<file path="src/rtl/seg_match_pkg.sv">
// Shared types, width helpers and default pattern constants for the
// segment-display pattern qualifier.
package seg_match_pkg;

    typedef enum logic [1:0] {
        IDLE = 2'd0,
        QUAL = 2'd1,
        SET  = 2'd2
    } state_t;

    localparam logic [18:0] PAT_SUM_A = 19'h30D40;
    localparam logic [18:0] PAT_ALL1  = 19'h3FFFF;
    localparam logic [18:0] MASK_FULL = 19'h7FFFF;

    // Entry index width, never narrower than one bit.
    function automatic int idx_w(input int n);
        return (n > 1) ? $clog2(n) : 1;
    endfunction

    function automatic int cnt_w(input int hold);
        return $clog2(hold + 1);
    endfunction

endpackage

</file>
<file path="src/rtl/seg_pattern_cmp_bank.sv">
// Masked compare of one sample against every table entry, followed by a
// lowest-index-wins priority encoder.
module seg_pattern_cmp_bank
    import seg_match_pkg::*;
#(
    parameter int WIDTH = 19,
    parameter int NPAT  = 2
) (
    input  logic [WIDTH-1:0]            sample,
    input  logic [NPAT-1:0][WIDTH-1:0]  pat,
    input  logic [NPAT-1:0][WIDTH-1:0]  mask,
    input  logic [NPAT-1:0]             ena,
    output logic                        hit_any,
    output logic [idx_w(NPAT)-1:0]      cur_idx
);

    localparam int IDXW = idx_w(NPAT);

    logic [NPAT-1:0] hit_s;

    // Per-entry hit and priority select; scanning downward leaves the lowest hit.
    always_comb begin
        hit_s   = {NPAT{1'b0}};
        cur_idx = {IDXW{1'b0}};
        for (int i = 0; i < NPAT; i++) begin
            hit_s[i] = ena[i] & (((sample ^ pat[i]) & mask[i]) == {WIDTH{1'b0}});
        end
        for (int i = NPAT - 1; i >= 0; i--) begin
            cur_idx = hit_s[i] ? IDXW'(i) : cur_idx;
        end
        hit_any = |hit_s;
    end

endmodule

</file>
<file path="src/rtl/seg_pattern_qualifier.sv">
// Debounced multi-pattern detector: a sample must match the same table entry
// for HOLD consecutive valid samples before the sticky set flag rises.
module seg_pattern_qualifier
    import seg_match_pkg::*;
#(
    parameter int WIDTH = 19,
    parameter int NPAT  = 2,
    parameter int HOLD  = 4
) (
    input  logic                    clk,
    input  logic                    rst_n,
    input  logic [WIDTH-1:0]        in_vec,
    input  logic                    in_valid,
    input  logic                    load_en,
    input  logic [idx_w(NPAT)-1:0]  load_idx,
    input  logic [WIDTH-1:0]        load_pat,
    input  logic [WIDTH-1:0]        load_mask,
    input  logic                    load_ena,
    input  logic                    clear,
    output logic                    set,
    output logic [idx_w(NPAT)-1:0]  match_idx,
    output logic                    busy
);

    localparam int IDXW = idx_w(NPAT);
    localparam int CNTW = cnt_w(HOLD);
    localparam logic [CNTW-1:0] HOLD_C = CNTW'(HOLD);

    logic [NPAT-1:0][WIDTH-1:0] pat_r;
    logic [NPAT-1:0][WIDTH-1:0] mask_r;
    logic [NPAT-1:0]            ena_r;
    logic [WIDTH-1:0]           s_q;
    logic                       v_q;
    state_t                     state_r;
    logic [CNTW-1:0]            cnt_r;
    logic [CNTW-1:0]            cnt_inc_s;
    logic [IDXW-1:0]            cand_r;
    logic                       hit_any_s;
    logic [IDXW-1:0]            cur_idx_s;
    logic                       load_ok_s;
    logic                       load_cand_s;

    assign load_ok_s   = load_en && (int'(load_idx) < NPAT);
    assign load_cand_s = load_ok_s && (load_idx == cand_r);

    // Saturating increment of the consecutive-match counter.
    always_comb begin
        if (cnt_r == HOLD_C) begin
            cnt_inc_s = cnt_r;
        end else begin
            cnt_inc_s = cnt_r + CNTW'(1);
        end
    end

    // Pattern table; the new entry is seen by the compare from the next cycle.
    always_ff @(posedge clk or negedge rst_n) begin
        if (!rst_n) begin
            for (int i = 0; i < NPAT; i++) begin
                pat_r[i]  <= {WIDTH{1'b0}};
                mask_r[i] <= {WIDTH{1'b1}};
            end
            ena_r <= {NPAT{1'b0}};
        end else if (load_ok_s) begin
            pat_r[load_idx]  <= load_pat;
            mask_r[load_idx] <= load_mask;
            ena_r[load_idx]  <= load_ena;
        end
    end

    // Input stage: sample captured on valid, valid flag tracked every cycle.
    always_ff @(posedge clk or negedge rst_n) begin
        if (!rst_n) begin
            s_q <= {WIDTH{1'b0}};
            v_q <= 1'b0;
        end else begin
            if (in_valid) begin
                s_q <= in_vec;
            end
            v_q <= in_valid;
        end
    end

    seg_pattern_cmp_bank #(
        .WIDTH (WIDTH),
        .NPAT  (NPAT)
    ) u_cmp (
        .sample  (s_q),
        .pat     (pat_r),
        .mask    (mask_r),
        .ena     (ena_r),
        .hit_any (hit_any_s),
        .cur_idx (cur_idx_s)
    );

    // Qualification FSM with registered set/match_idx/busy.
    always_ff @(posedge clk or negedge rst_n) begin
        if (!rst_n) begin
            state_r   <= IDLE;
            cnt_r     <= {CNTW{1'b0}};
            cand_r    <= {IDXW{1'b0}};
            set       <= 1'b0;
            match_idx <= {IDXW{1'b0}};
            busy      <= 1'b0;
        end else if (clear) begin
            state_r   <= IDLE;
            cnt_r     <= {CNTW{1'b0}};
            set       <= 1'b0;
            match_idx <= {IDXW{1'b0}};
            busy      <= 1'b0;
        end else if ((state_r == QUAL) && load_cand_s) begin
            // The candidate entry changed underneath us: its history is void.
            state_r <= IDLE;
            cnt_r   <= {CNTW{1'b0}};
            busy    <= 1'b0;
        end else if (v_q) begin
            case (state_r)
                IDLE: begin
                    if (hit_any_s) begin
                        cand_r <= cur_idx_s;
                        if (HOLD == 1) begin
                            state_r   <= SET;
                            cnt_r     <= HOLD_C;
                            set       <= 1'b1;
                            match_idx <= cur_idx_s;
                        end else begin
                            state_r <= QUAL;
                            cnt_r   <= CNTW'(1);
                            busy    <= 1'b1;
                        end
                    end
                end
                QUAL: begin
                    if (hit_any_s && (cur_idx_s == cand_r)) begin
                        cnt_r <= cnt_inc_s;
                        if (cnt_inc_s == HOLD_C) begin
                            state_r   <= SET;
                            set       <= 1'b1;
                            match_idx <= cand_r;
                            busy      <= 1'b0;
                        end
                    end else if (hit_any_s) begin
                        cnt_r  <= CNTW'(1);
                        cand_r <= cur_idx_s;
                    end else begin
                        state_r <= IDLE;
                        cnt_r   <= {CNTW{1'b0}};
                        busy    <= 1'b0;
                    end
                end
                SET: begin
                    set <= 1'b1;
                end
                default: begin
                    state_r <= IDLE;
                    cnt_r   <= {CNTW{1'b0}};
                    set     <= 1'b0;
                    busy    <= 1'b0;
                end
            endcase
        end
    end

endmodule
</file>
<file path="config.mk">
export PLATFORM = sky130hd
export DESIGN_NAME = seg_pattern_qualifier
export DESIGN_NICKNAME = d
export VERILOG_FILES = /design/src/rtl/seg_match_pkg.sv /design/src/rtl/seg_pattern_cmp_bank.sv /design/src/rtl/seg_pattern_qualifier.sv
export SDC_FILE = /design/constraint.sdc
export NUM_CORES = 1
export LEC_CHECK = 0
export ABC_CLOCK_PERIOD_IN_PS = 2500
export BUFFER_PORTS_ARGS = -buffer_cell sky130_fd_sc_hd__buf_4
export CORE_AREA = 5 5 99 101
export CTS_BUF_LIST = sky130_fd_sc_hd__clkbuf_8 sky130_fd_sc_hd__clkbuf_16
export DETAILED_ROUTE_END_ITERATION = 7
export DIE_AREA = 0 0 104 106
export GPL_ROUTABILITY_DRIVEN = 0
export PLACE_DENSITY = 0.78
export SLEW_MARGIN = 15
export SYNTH_ARGS = -nofsm -noshare
export SYNTH_HDL_FRONTEND = slang
export SYNTH_SLANG_ARGS = --single-unit
</file>
<file path="constraint.sdc">
create_clock -name clk -period 2.5 [get_ports clk]
set_input_delay 0.125 -clock clk [delete_from_list [all_inputs] [get_ports clk]]
set_output_delay 0.125 -clock clk [all_outputs]
set_load 0.01 [all_outputs]
</file>
-- Word level (Yosys, flattened, before mapping)
Cells that the tools add are included.
- flip-flop bits (word level): 107
- input bits: 64
- output and inout port bits: 3
- word-level logic and storage cells: 106
- add/subtract/negate cells: 1
- magnitude comparators: 2
- eq/ne operators: 15
- muxes and demuxes: 48
- bitwise operators: 8
- reduce and logical (&&, ||, !) cells: 19
- operators with widths (operator ; count):
    $bwmux W38 ; 2
    $and A19 B19 Y19 ; 2
    $logic_not A19 Y1 ; 2
    $xor A19 B19 Y19 ; 2
    $mux W1 ; 24
    $reduce_and A5 Y1 ; 4
    $demux W19 S1 ; 1
    $mux W19 ; 1
    $mux W3 ; 6
    $mux W2 ; 7
    $reduce_bool A2 Y1 ; 5
    $pmux W3 S3 ; 1
    $eq A3 B3 Y1 const B ; 2
    $ne A2 B2 Y1 const B ; 3
    $ne A3 B2 Y1 const B ; 2
    $pmux W1 S3 ; 2
    $pmux W2 S3 ; 1
    $ne A5 B3 Y1 const B ; 1
    $ne A5 B4 Y1 const B ; 1
    $logic_and A1 B1 Y1 ; 4
    $ne A4 B4 Y1 const B ; 1
    $add A3 B1 Y3 const B ; 1
    $ne A3 B3 Y1 const B ; 1
    $reduce_and A3 Y1 ; 1
    other kinds (13) ; 16

-- Longest topological paths before layout
Gate-level depths: netlist of run 1.
- word-level depth: 13
- mapped depth: 9
- depth with buffers taken out: 9

-- Hierarchy
From an unflattened synthesis of run 1, not the netlist that was laid out.
- cells, all modules: 351
- area total of the unflattened synthesis: 4860.9 µm²
- by module, submodules not included (module ; instances ; cells each ; area an instance (µm²) ; seq. area each (µm²)):
    seg_pattern_qualifier ; 1 ; 283 ; 4312.9 ; 2700.1
    seg_pattern_cmp_bank ; 1 ; 68 ; 548.0 ; 0.0

-- Worst setup path after synthesis of run 1
No wires, ideal clock.
- path kind: register to register
- from: register s_q[8]
- to: register busy
- library setup time: 128 ps
- data arrival time: 2052 ps
- required time: 2372 ps
- path slack: 320 ps
- stages on the path, launching flop included: 9
- buffers on the path: 1
- period minus slack after synthesis: 2180 ps
- path through: dfrtp_1 > xor2_1 > a22oi_1 > nand4_1 > or3_1 > buf_6 > a31o_1 > nor3_2 > mux2_1
- longest elaborated chain between the ends: 13
- elaborated cells on any way between the ends: 22
- classes of those cells: eq/ne: 4; mux: 7; bitwise: 6; reduce/logical: 5
- ends and longest elaborated chain (what ; line ; text):
    start: declaration ; seg_pattern_qualifier.sv:32 ; logic [WIDTH-1:0] s_q;
    start signal: assignment ; seg_pattern_qualifier.sv:73 ; s_q <= {WIDTH{1'b0}};
    start signal: assignment ; seg_pattern_qualifier.sv:77 ; s_q <= in_vec;
    $xor A19 B19 Y19 ; seg_pattern_cmp_bank.sv:26 ; hit_s[i] = ena[i] & (((sample ^ pat[i]) & mask[i]) == {WIDTH{1'b0}});
    $and A19 B19 Y19 ; seg_pattern_cmp_bank.sv:26 ;
    $logic_not A19 Y1 ; seg_pattern_cmp_bank.sv:26 ;
    $and A1 B1 Y1 ; seg_pattern_cmp_bank.sv:26 ;
    $mux W1 (2 in series) ; seg_pattern_cmp_bank.sv:29 ; cur_idx = hit_s[i] ? IDXW'(i) : cur_idx;
    $eq A1 B1 Y1 ; seg_pattern_qualifier.sv:133 ; if (hit_any_s && (cur_idx_s == cand_r)) begin
    $logic_and A1 B1 Y1 ; seg_pattern_qualifier.sv:133 ;
    $mux W1 ; seg_pattern_qualifier.sv:133 ;
    $pmux W1 S3 ; seg_pattern_qualifier.sv:116 ; case (state_r)
    $mux W1 ; seg_pattern_qualifier.sv:115 ; end else if (v_q) begin
    $mux W1 ; seg_pattern_qualifier.sv:110 ; end else if ((state_r == QUAL) && load_cand_s) begin
    $mux W1 ; seg_pattern_qualifier.sv:104 ; end else if (clear) begin
    end signal: assignment ; seg_pattern_qualifier.sv:103 ; busy <= 1'b0;
    end signal: assignment ; seg_pattern_qualifier.sv:109 ; busy <= 1'b0;
    end signal: assignment ; seg_pattern_qualifier.sv:114 ; busy <= 1'b0;
    end: declaration ; seg_pattern_qualifier.sv:22 ; output logic busy
Several ways; a longest one is shown, not always the timed one. The select of a mux whose other input is x is not followed.
A chain may end at the register's enable or synchronous reset.

-- Final worst setup path of run 1
- from: register s_q[17]
- to: register busy
Same word-level chain as after synthesis.

==> results of run 1 <==
-- cells in the mapped netlist, types with 4 or more instances --
master    instances  area [um2]
clkbuf_1          5       18.77
nand2b_1          4       25.02
dfstp_2          38       998.5
nor2_1            5       18.77
a22oi_1          18       135.1
xor2_1           38       332.8
inv_1             7       26.28
nand2_1          10       37.54
buf_1             6       22.52
a21oi_1           7       35.03
mux2i_1           4       40.04
nand4_1           7       43.79
dfrtp_1          68        1702
mux2_2           98        1104
ha_1              5       62.56
-- per-stage QoR --
step	hold WS, ns	area [um2]
4_1_cts	0.0007214	6269
2_1_floorplan	-0.1706	4863
3_5_place_dp	0.2145	5510
5_1_grt	0.002136	6336
3_3_place_gp	0.2073	5510
6_report	0.01539	6336
-- sequential cells by signal (all words and copies together) (netlist names) --
register	flops
busy	1
cand_r	1
cnt_r	3
ena_r	2
mask_r	38
match_idx	1
pat_r	38
s_q	19
set	1
state_r	1
v_q	1
-- timing repair --
item | CTS | global route
gates resized for setup | 1 | 2
endpoints found under the hold margin | 108 | 8
buffers inserted | 0 | 1
pin swaps | 0 | 4
hold buffers | 52 | 5
endpoints found under the setup margin | 1 | 3
-- routing by layer --
layer,wire length [um],track usage,up-vias
met3,309,0.04554,7
met1,4304,0.2373,1624
met5,0,0,-
li1,-,-,1517
met4,82,0.03608,0
met2,5282,0.3402,44
-- cells by family (layout without fill, tap and decap cells) --
| kind of cell | after synthesis | after routing | synth area share |
|---|---|---|---|
| AO/OA/AOI/OAI | 38 | 38 | 0.05711 |
| XOR/XNOR | 40 | 40 | 0.07204 |
| adder cells (fa/ha/maj) | 5 | 5 | 0.01286 |
| buffers and inverters | 20 | 152 | 0.01724 |
| flip-flops | 106 | 106 | 0.5552 |
| multiplexers | 103 | 103 | 0.2375 |
| AND/OR/NAND/NOR | 42 | 42 | 0.04811 |
-- power breakdown --
part / switching, W / internal [W]
Clock: 0.000606 / 0.000583
Combinational: 0.000392 / 0.000520
Sequential: 0.000173 / 0.00202
Total: 0.00117 / 0.00312
-- critical path, cell delays in order, from the launching register on --
cell and delay, ns:
dfrtp_1 0.43, xor2_1 0.16, a22oi_1 0.21, nand4_1 0.19
buf_4 0.19, nor4_1 0.28, mux2i_1 0.16, nor3_1 0.27
nor3_2 0.06, mux2_1 0.31
-- worst paths after layout --
check                      slack, ns         end  depth (start not counted)    startpoint
max                             0.13        busy                          9       s_q[17]
min                             0.02   mask_r[0]                          2  load_mask[0]
max reg2reg                     0.13        busy                          9       s_q[17]
min reg2reg                     0.52    ena_r[0]                          1      ena_r[0]
max in group asynchronous       1.39  mask_r[25]                          3         rst_n
min in group asynchronous       0.33   pat_r[31]                          2         rst_n
-- layout make-up --
cell class / count / area (um2)
timing repair buffer: 129 / 1136
clock inverter: 7 / 108.9
tap: 111 / 138.9
multi-input combinational: 228 / 2102
sequential: 106 / 2700
inverter: 7 / 26.28
clock buffer: 9 / 123.9
fill: 617 / 2597
==> run metrics, run 1 <==
row cnt 35; CP max FO 3; Final Max Tran Viols 0; Peak VDD IR 0.0005510 V; number of clock sinks 106; final core occ 0.7092; fin crit share 0.9487; worst setup margin 0.1282 ns; Final #Nets 550; Worst Skew 0.01408 ns; Avg Cell Area, Syn 13.74 um2; Max-Cap Viols 0; Finished Layout Cells 597; Top FF cell, synth dfrtp_1; number of global-route vias before repair 3409; commonest non-fill, non-tap cell in the layout mux2_2; Setup CP Type reg2reg; first-pass GRT wire length 16.97 mm; # diodes 0; Initial Util 0.5444; Syn Nets 423; placed insts 523; Slew @ Worst Pin 0.6996 ns; DRT iter0 DRCs 90; total gr overflow 0; sequential fraction of the synthesis area 0.5552; most frequent cells in the layout 98 x mux2_2, 70 x buf_4, 68 x dfrtp_1, 57 x dlygate4sd3_1; Avg WL per Cell 16.72 um; Core Area 8934 um2; clock latency on the worst-skew pair 0.37 ns; via count 3192; Setup TNS 0 ns; number of synthesized flops with an enable pin 0; antenna violations before repair 0; io pins 67; Tot GR Track Use 0.1906; asr flop ratio synth 1.000; CTS tree built; Min Clock Period, post-route 2.372 ns; layout cells sized above 1 0.4815; final total power 0.004292 W; Area Growth Syn to Fin 30.28%; Seq cells post-synth 106; Antenna Nets Post-Route 0; Fmax 421.6 MHz; Num CTS Buffers 9; Synth Instances 354; placed wire-length estimate 6.914 mm; final WL 9.979 mm; PwrDens 677.4 nW/um2; status complete, no violations; Synth cell types 41; RSZ-0062 raised after global routing no; Syn. warnings 0; Worst Setup Start Kind register; IO buf count 66; worst path arrival time 2.63 ns; Clock transition at path regs 0.11 ns; clock buffer depth 2; die width 104 um; Hold Fails Final Rpt 0; post-place setup slack -0.002069 ns; crit end category register; Hold Path Class in2reg; Pleak 2.714 nW; DRC errors left 0; pin count of the biggest net entering global routing 56; Crit path required time 2.76 ns; setup violators final 0; die area 11020 um2; Slew Limit Headroom 0.5336; vias per cell 5.347; drt pass-1 iters 4; Root Buffer Master clkbuf_8; Post-Syn Area 4863 um2; die height 106 um; CTS HTree Levels 3
Note: power is estimated with default switching activity, not from simulation.
==> run 2, diff against run 1 <==
--- a/config.mk
+++ b/config.mk
@@ -13,6 +13,7 @@
 export DIE_AREA = 0 0 104 106
 export GPL_ROUTABILITY_DRIVEN = 0
 export PLACE_DENSITY = 0.78
+export SETUP_SLACK_MARGIN = 0.3
 export SLEW_MARGIN = 15
 export SYNTH_ARGS = -nofsm -noshare
 export SYNTH_HDL_FRONTEND = slang
==> run metrics, run 2 (synthesized netlist as in run 1, its figures left out) <==
Final Max Tran Viols 0; Pleak 2.721 nW; status complete, no violations; die height 106 um; RSZ-0062 raised after global routing yes; Reg2Reg Launch Point s_q[18]; layout cells sized above 1 0.4928; Peak VDD IR 0.0005514 V; IO buf count 66; Worst Hold Slack 0.01344 ns; Clock transition at path regs 0.10 ns; worst path arrival time 2.65 ns; Crit. Startpoint s_q[18]; worst hold start load_mask[8]; fin crit share 0.9559; GR met2 Demand/Resource 0.3434; DRC errors left 0; vias per cell 5.398; final WL 10.14 mm; worst path cell trace xor2_1, a22oi_1, nand4_1, or3_4, mux2i_2, nor3_2, nor3_2, mux2_1; Slew Limit Headroom 0.5294; commonest non-fill, non-tap cell in the layout mux2_2; PwrDens 675.9 nW/um2; row cnt 35; via count 3228; setup violators final 0; largest registers mask_r x38, pat_r x38, s_q x19; Final #Nets 551; DRT iter0 DRCs 78; Worst Setup Start Kind register; crit end category register; post-place setup slack -0.002069 ns; Antenna Nets Post-Route 0; Tot GR Track Use 0.1915; number of clock sinks 106; most frequent cells in the layout 97 x mux2_2, 71 x buf_4, 68 x dfrtp_1, 57 x dlygate4sd3_1; pin count of the biggest net entering global routing 56; Avg WL per Cell 16.95 um; Setup CP Type reg2reg; first-pass GRT wire length 17.04 mm; # diodes 0; Hold Fails Final Rpt 0; die width 104 um; Core Area 8934 um2; drt pass-1 iters 4; Max-Cap Viols 0; GR Util met3 0.04554; Fmax 418.5 MHz; Hold Path Class in2reg; number of global-route vias before repair 3441; antenna violations before repair 0; final total power 0.004315 W; Area Growth Syn to Fin 31.26%; Initial Util 0.5444; io pins 67; total gr overflow 0; Worst Skew 0.01333 ns; slowest stage delay, CP 0.47 ns; CP max FO 5; Crit path required time 2.76 ns; clock buffer depth 2; CTS HTree Levels 3; Crit-path slowest cell or3_4; Num CTS Buffers 9; die area 11020 um2; Min Clock Period, post-route 2.390 ns; CTS tree built; Top Usage Layer GRT met2; Critical Path Most Common Cell nor3_2; Slew @ Worst Pin 0.7059 ns; met1 Usage GRT 0.2375; Root Buffer Master clkbuf_8; clock latency on the worst-skew pair 0.37 ns; placed wire-length estimate 6.914 mm; worst setup margin 0.1103 ns
-- run 2: path summary, 6_finish.rpt --
| check | to | slack (ns) | cells after the start |
|---|---|---|---|
| max | busy | 0.11 | 8 |
| min | mask_r[27] | 0.01 | 2 |
| max reg2reg | busy | 0.11 | 8 |
| min reg2reg | ena_r[0] | 0.52 | 1 |
| max in group asynchronous | mask_r[25] | 1.40 | 3 |
| min in group asynchronous | pat_r[32] | 0.32 | 2 |
-- run 2: power by group --
group	internal, W	switching [W]
Sequential	0.00202	0.000174
Clock	0.000583	0.000613
Combinational	0.000525	0.000401
Total	0.00313	0.00119
-- run 2: repair_timing --
| item | in CTS | in global routing |
|---|---|---|
| resized for setup | 6 | 5 |
| endpoints found under the hold margin | 108 | 8 |
| hold buffers | 52 | 5 |
| buffers inserted | 0 | 2 |
| pin swaps | 10 | 4 |
| setup endpoints to repair | 7 | 7 |
-- run 2: per-layer routing --
layer | share of wire | routed length (um) | vias to the layer above
met2 | 0.53 | 5399 | 53
met4 | 0.0082 | 83 | 0
met3 | 0.032 | 329 | 7
met1 | 0.43 | 4327 | 1645
li1 | - | - | 1523
met5 | 0 | 0 | -
-- run 2: area by class of cell --
class	instances	area, um2
Clock buffer	9	123.9
Clock inverter	7	108.9
Fill cell	615	2550
Inverter	7	26.28
Multi-Input combinational cell	228	2142
Sequential cell	106	2700
Tap cell	111	138.9
Timing Repair Buffer	130	1144
-- run 2: worst max-delay path, delay by kind of cell, from the launching register on --
| family | cells | cell delay (ns) |
|---|---|---|
| AO/OA/AOI/OAI | 1 | 0.20 |
| AND/OR/NAND/NOR | 4 | 0.98 |
| flip-flops | 1 | 0.42 |
| multiplexers | 2 | 0.49 |
| XOR/XNOR | 1 | 0.17 |
-- run 2: per-stage QoR --
step / instance area (um2) / utilization / setup TNS [ns] / cells
2_1_floorplan: 4863 / - / 0 / 354
3_3_place_gp: 5510 / 0.6168 / 0 / 523
3_5_place_dp: 5510 / 0.6168 / -0.002069 / 523
4_1_cts: 6296 / 0.7048 / 0 / 591
5_1_grt: 6384 / 0.7146 / 0 / 598
6_report: 6384 / 0.7146 / 0 / 598
